<file path="src/rtl/piso_serializer_if.sv">
// Handshake/bus bundle for piso_serializer.
// Valid/ready semantics: a word transfers on the rising clk edge where
// load (valid) and ready are both high. data_in need only be stable at that
// edge. shift is an unconditional bit tick and has no ready qualifier.
// The master drives data_in/load/shift. The slave (the serializer) drives
// ready/busy/piso_out/done.
interface piso_serializer_if #(
  parameter int WIDTH = 8
);
  logic [WIDTH-1:0] data_in;
  logic             load;
  logic             shift;
  logic             ready;
  logic             busy;
  logic             piso_out;
  logic             done;

  modport master (
    output data_in, load, shift,
    input  ready, busy, piso_out, done
  );

  modport slave (
    input  data_in, load, shift,
    output ready, busy, piso_out, done
  );
endinterface

</file>
<file path="src/rtl/piso_serializer.sv">
// Parallel-in/serial-out shifter for the UART TX path.
// A word is accepted on load && ready. Its first bit appears on piso_out at
// the accepting edge. Each shift tick then advances one bit. done pulses for
// one clk at the edge that retires the word.
// Optional feature macro: PISO_PARITY_EN appends a parity bit after the data
// bits. PARITY_ODD selects the parity sense.
module piso_serializer #(
  parameter int WIDTH      = 8,
  parameter bit LSB_FIRST  = 1'b1,
  parameter bit IDLE_LEVEL = 1'b1,
  parameter bit PARITY_ODD = 1'b0
) (
  input  logic               clk,
  input  logic               reset,
  piso_serializer_if.slave   bus,
  output logic [1:0]         dbg_state_o
);

  localparam int            CW   = $clog2(WIDTH + 1);
  localparam logic [CW-1:0] LAST = CW'(WIDTH - 1);

`ifdef PISO_PARITY_EN
  typedef enum logic [1:0] {S_IDLE = 2'd0, S_SHIFT = 2'd1, S_PARITY = 2'd2} state_t;
`else
  typedef enum logic [1:0] {S_IDLE = 2'd0, S_SHIFT = 2'd1} state_t;
`endif

  state_t           state_q, state_d;
  logic [WIDTH-1:0] sreg_q, sreg_d;
  logic [CW-1:0]    cnt_q, cnt_d;
  logic             out_q, out_d;
  logic             done_q, done_d;
`ifdef PISO_PARITY_EN
  logic             par_q, par_d;
`else
  // PARITY_ODD has no role when the parity bit is compiled out.
  wire              parity_odd_unused = PARITY_ODD;
`endif

  // State register and datapath registers. Reset drops any word in flight.
  always_ff @(posedge clk or negedge reset) begin
    if (!reset) begin
      state_q <= S_IDLE;
      sreg_q  <= '0;
      cnt_q   <= '0;
      out_q   <= IDLE_LEVEL;
      done_q  <= 1'b0;
`ifdef PISO_PARITY_EN
      par_q   <= 1'b0;
`endif
    end else begin
      state_q <= state_d;
      sreg_q  <= sreg_d;
      cnt_q   <= cnt_d;
      out_q   <= out_d;
      done_q  <= done_d;
`ifdef PISO_PARITY_EN
      par_q   <= par_d;
`endif
    end
  end

  // Next-state logic. The shift register holds only the bits not yet shown,
  // so the next bit is always at the same end of sreg_q.
  always_comb begin
    state_d = state_q;
    sreg_d  = sreg_q;
    cnt_d   = cnt_q;
    out_d   = out_q;
    done_d  = 1'b0;
`ifdef PISO_PARITY_EN
    par_d   = par_q;
`endif
    case (state_q)
      S_IDLE: begin
        // A tick arriving with load is ignored, so bit 0 gets a full tick period.
        out_d = IDLE_LEVEL;
        if (bus.load) begin
          state_d = S_SHIFT;
          cnt_d   = '0;
          if (LSB_FIRST) begin
            out_d  = bus.data_in[0];
            sreg_d = bus.data_in >> 1;
          end else begin
            out_d  = bus.data_in[WIDTH-1];
            sreg_d = bus.data_in << 1;
          end
`ifdef PISO_PARITY_EN
          par_d = (^bus.data_in) ^ PARITY_ODD;
`endif
        end
      end
      S_SHIFT: begin
        if (bus.shift) begin
          cnt_d = cnt_q + CW'(1);
          if (cnt_q == LAST) begin
`ifdef PISO_PARITY_EN
            state_d = S_PARITY;
            out_d   = par_q;
`else
            state_d = S_IDLE;
            out_d   = IDLE_LEVEL;
            done_d  = 1'b1;
`endif
          end else if (LSB_FIRST) begin
            out_d  = sreg_q[0];
            sreg_d = sreg_q >> 1;
          end else begin
            out_d  = sreg_q[WIDTH-1];
            sreg_d = sreg_q << 1;
          end
        end
      end
`ifdef PISO_PARITY_EN
      S_PARITY: begin
        if (bus.shift) begin
          state_d = S_IDLE;
          out_d   = IDLE_LEVEL;
          done_d  = 1'b1;
        end
      end
`endif
      default: begin
        state_d = S_IDLE;
        out_d   = IDLE_LEVEL;
      end
    endcase
  end

  assign bus.ready    = (state_q == S_IDLE);
  assign bus.busy     = (state_q != S_IDLE);
  assign bus.piso_out = out_q;
  assign bus.done     = done_q;
  assign dbg_state_o  = state_q;

endmodule
</file>
<file path="src/flat_wrapper.sv">
// flat-port wrapper written by rule: the top's interface ports become plain ports
module piso_serializer_flat 
#(
  parameter int WIDTH      = 8,
  parameter bit LSB_FIRST  = 1'b1,
  parameter bit IDLE_LEVEL = 1'b1,
  parameter bit PARITY_ODD = 1'b0
)
  (clk, reset, dbg_state_o, bus_data_in, bus_load, bus_shift, bus_ready, bus_busy, bus_piso_out, bus_done);
  piso_serializer_if #(.WIDTH(WIDTH)) bus_i ();
  input  logic clk;
  input  logic reset;
  output logic [1:0] dbg_state_o;
  input wire logic [$bits(bus_i.data_in)-1:0] bus_data_in;
  input wire logic [$bits(bus_i.load)-1:0] bus_load;
  input wire logic [$bits(bus_i.shift)-1:0] bus_shift;
  output wire logic [$bits(bus_i.ready)-1:0] bus_ready;
  output wire logic [$bits(bus_i.busy)-1:0] bus_busy;
  output wire logic [$bits(bus_i.piso_out)-1:0] bus_piso_out;
  output wire logic [$bits(bus_i.done)-1:0] bus_done;
  assign bus_i.data_in = bus_data_in;
  assign bus_i.load = bus_load;
  assign bus_i.shift = bus_shift;
  assign bus_ready = bus_i.ready;
  assign bus_busy = bus_i.busy;
  assign bus_piso_out = bus_i.piso_out;
  assign bus_done = bus_i.done;
  piso_serializer #(.WIDTH(WIDTH), .LSB_FIRST(LSB_FIRST), .IDLE_LEVEL(IDLE_LEVEL), .PARITY_ODD(PARITY_ODD)) u_core (.clk(clk), .reset(reset), .bus(bus_i), .dbg_state_o(dbg_state_o));
endmodule
</file>
<file path="config.mk">
export PLATFORM = sky130hd
export DESIGN_NAME = piso_serializer_flat
export DESIGN_NICKNAME = d
export VERILOG_FILES = /design/src/rtl/piso_serializer_if.sv /design/src/rtl/piso_serializer.sv /design/src/flat_wrapper.sv
export SDC_FILE = /design/constraint.sdc
export NUM_CORES = 1
export LEC_CHECK = 0
export CORE_ASPECT_RATIO = 1.2
export CORE_MARGIN = 4
export CORE_UTILIZATION = 46
export CTS_CLUSTER_SIZE = 28
export DETAILED_ROUTE_END_ITERATION = 6
export GPL_TIMING_DRIVEN = 0
export PLACE_DENSITY = 0.76
export SLEW_MARGIN = 10
export SYNTH_ARGS = -nofsm -noshare
export SYNTH_HDL_FRONTEND = slang
export SYNTH_SLANG_ARGS = --single-unit
</file>
<file path="constraint.sdc">
create_clock -name clk -period 2.12 [get_ports clk]
set_input_delay 0.424 -clock clk [delete_from_list [all_inputs] [get_ports clk]]
set_output_delay 0.424 -clock clk [all_outputs]
set_load 0.01 [all_outputs]
</file>
==> results.yml <==
clocking:
  clk_pin_slew_worst_paths_ns: 0.09
  insertion_delay_ns: 0.29
  clockBufferDepth: 2
  cts_sinks: 14
  cts_root_buffer: "clkbuf_4"
  cts-buffers-inserted: 3
  cts_tree: "built"
  cts.htree.levels: 1
sta:
  relSlewSlack_pct: 60.6
  tightest_slew_ns: 0.589
  period_minus_slack_ns: 2.03
  timing.fmax_mhz: 493
  fin_crit_sh_pct: 95.8
  fin_setup_tns_ns: 0
  rsz0062_at_grt: "false"
  fin_skew_ns: 0.00492
  maxSlewViolCount: 0
  hold_viol_final: 0
  setup_viol: 0
final_layout:
  ff_latch_area_sq_um: 353
  antenna_cells: 0
  final_cell_area_sq_um: 930
  area_growth_pct: 29.7
  multiInputGateArea_sq_um: 323
  fin_nets: 94
  final_util_pct: 63.5
  fillerInstances: 129
  stdcell_count: 97
  drive_gt1_share_pct: 33.8
synth:
  yosysUniqueCellTypes: 24
  syn-instance-count: 61
  synthArstFlopShare_pct: 100
  yosysSeqAreaShare_pct: 49.0
  synth-edff-count: 0
  yosys.area.top_type: "dfrtp_1"
  ys_top_cells_by_area: "dfrtp_1 45%, mux2_2 19%, dfstp_2 3.7%, o22ai_4 2.8%, nand2_1 2.6%"
  synth_area_sq_um: 717
  yosys.area.top_type_share_pct: 45.4
  syn_nets: 74
  yosys_warnings: 0
  synth_area_per_cell_sq_um: 11.8
  ys.flop_type: "dfrtp_1"
  synth_most_common_cell: "dfrtp_1"
  yosys_register_bits: 14
  synth_commonest_cells: "13 x dfrtp_1, 12 x mux2_2, 5 x nand2_1"
setup_path:
  r2r_start: "u_core.cnt_q[0]$_DFFE_PN0P_"
  crit_required_ns: 1.70
  criticalPathCategory: "reg -> out"
  regToRegEndpoint: "u_core.sreg_q[4]$_DFFE_PN0P_"
  rr_worst_depth: 4
  crit_path_end_kind: "output port"
  r2r_slack_ns: 0.53
  start_kind: "flip-flop"
  endpoint: "bus_ready"
  critPathMaxFanout: 10
  cp-startpoint: "u_core.dbg_state_o[0]$_DFFE_PN0P_"
  worstPathArrival_ns: 1.61
floorplanning:
  start_util_pct: 49.0
  die-area_sq_um: 2260
  num_rows: 15
  die_h_microns: 51.2
  boundaryPins: 18
  core_sq_um: 1460
  die_x_microns: 44.0
grt:
  gr-total-overflow: 0
  grt_pass1_vias: 534
  track_usage_pct: 14.0
  grt_pass1_wl_microns: 2290
  grt_start_max_net_pins: 15
  antenna_found_initial: 0
worst_hold_path:
  hp-class: "in -> async"
route:
  vias: 512
  drt_iter0_drc: 7
  wl_per_cell_microns: 12.9
  drt_pass1_iterations: 4
  drcViolationCount: 0
  vias_per_cell: 5.28
  drt-total-wl_microns: 1250
  antenna_left: 0
power_and_ir_drop:
  power_density_nw_per_um2: 1170
  total_power_uw: 1080
  p_leak_uw: 0.000414
  ir_drop_uv: 603
placement:
  dp_hpwl_microns: 953
  portBuffers: 15
  dpl.cell_count: 93
  placed_area_sq_um: 888
  gp_congestion: 0.741
run_status:
  status: "finished, final reports clean"
run:
  max_cap_violations: 0
-- kinds of logic after synthesis --
group / after synthesis / share of synthesized area (%)
flops: 14 / 49.0
simple gates: 14 / 10.1
mux: 13 / 20.2
compound gates: 8 / 8.73
buf+inv: 7 / 5.93
xor+xnor: 3 / 3.67
fa+ha+maj: 1 / 1.74
other cells: 1 / 0.523
-- critical path, stage by stage, from the launching register on --
cell and delay [ns]:
dfrtp_2 0.47, buf_6 0.17, clkinvlp_4 0.13, clkdlybuf4s50_1 0.55
-- flip-flops by register name (all words and copies together) (netlist names) --
name	cells
u_core.sreg_q	7
u_core.cnt_q	4
u_core.bus.done	1
u_core.bus.piso_out	1
u_core.dbg_state_o	1
-- worst min path at each step --
stage,startpoint,cells past startpoint,end
final,reset,1,u_core.cnt_q[0]$_DFFE_PN0P_
after global routing,u_core.sreg_q[3]$_DFFE_PN0P_,1,u_core.sreg_q[3]$_DFFE_PN0P_
after CTS,bus_shift,3,u_core.bus.piso_out$_DFFE_PN1N_
after detailed placement,u_core.sreg_q[1]$_DFFE_PN0P_,1,u_core.sreg_q[1]$_DFFE_PN0P_
after global placement,u_core.sreg_q[4]$_DFFE_PN0P_,1,u_core.sreg_q[4]$_DFFE_PN0P_
after floorplan,reset,0,u_core.bus.done$_DFF_PN0_
-- final cells by class --
type | instances | share of cell area, %
timing repair buffer | 15 | 16.2
clock buffer | 4 | 3.90
multi-input combinational | 40 | 34.7
sequential | 14 | 38.0
inverter | 3 | 1.62
buffer | 4 | 3.36
tap | 17 | 2.29
-- what timing repair did --
action                     in CTS  in global routing
pin swaps                       0                  0
hold buffers                    0                  0
setup endpoints to repair       1                  1
cloned                          0                  0
gates resized for setup         1                  1
buffers inserted                0                  0
-- placed cells by master, fill, tap and decap left out --
cell type	count
buf_2	1
ha_1	1
mux2i_1	1
a31o_2	1
nand2_1	5
nor2_1	4
and3b_4	1
dfrtp_2	1
dfrtp_1	12
clkdlybuf4s50_1	15
buf_4	2
buf_6	1
nand4_1	1
o22ai_4	1
xnor2_1	1
o22ai_1	3
conb_1	1
clkbuf_4	3
inv_1	2
clkbuf_8	1
nand3_1	1
xor2_1	2
clkinvlp_4	1
dfstp_2	1
o21ai_0	3
mux2_2	12
and3_2	1
nor3b_1	1
-- where the power goes --
group,internal [uW],switching [uW]
Clock,105,93.0
Combinational,265,166
Sequential,378,78.7
-- metrics by stage --
stage	setup WS [ns]	hold WS [ns]
5_1_grt	0.0274	0.534
4_1_cts	0.0201	0.509
3_5_place_dp	0.217	0.493
6_report	0.0898	0.499
3_3_place_gp	0.232	0.490
2_1_floorplan	0.643	0.128
-- metal layers --
layer / vias up / GRT usage, % / share of wire, %
met5: - / 0 / 0
met4: 0 / 12.6 / 4.5
met3: 5 / 2.46 / 6.8
met2: 16 / 21.8 / 50
met1: 246 / 15.8 / 39
li1: 245 / - / -
No activity file was read; power rests on OpenSTA's default activity.
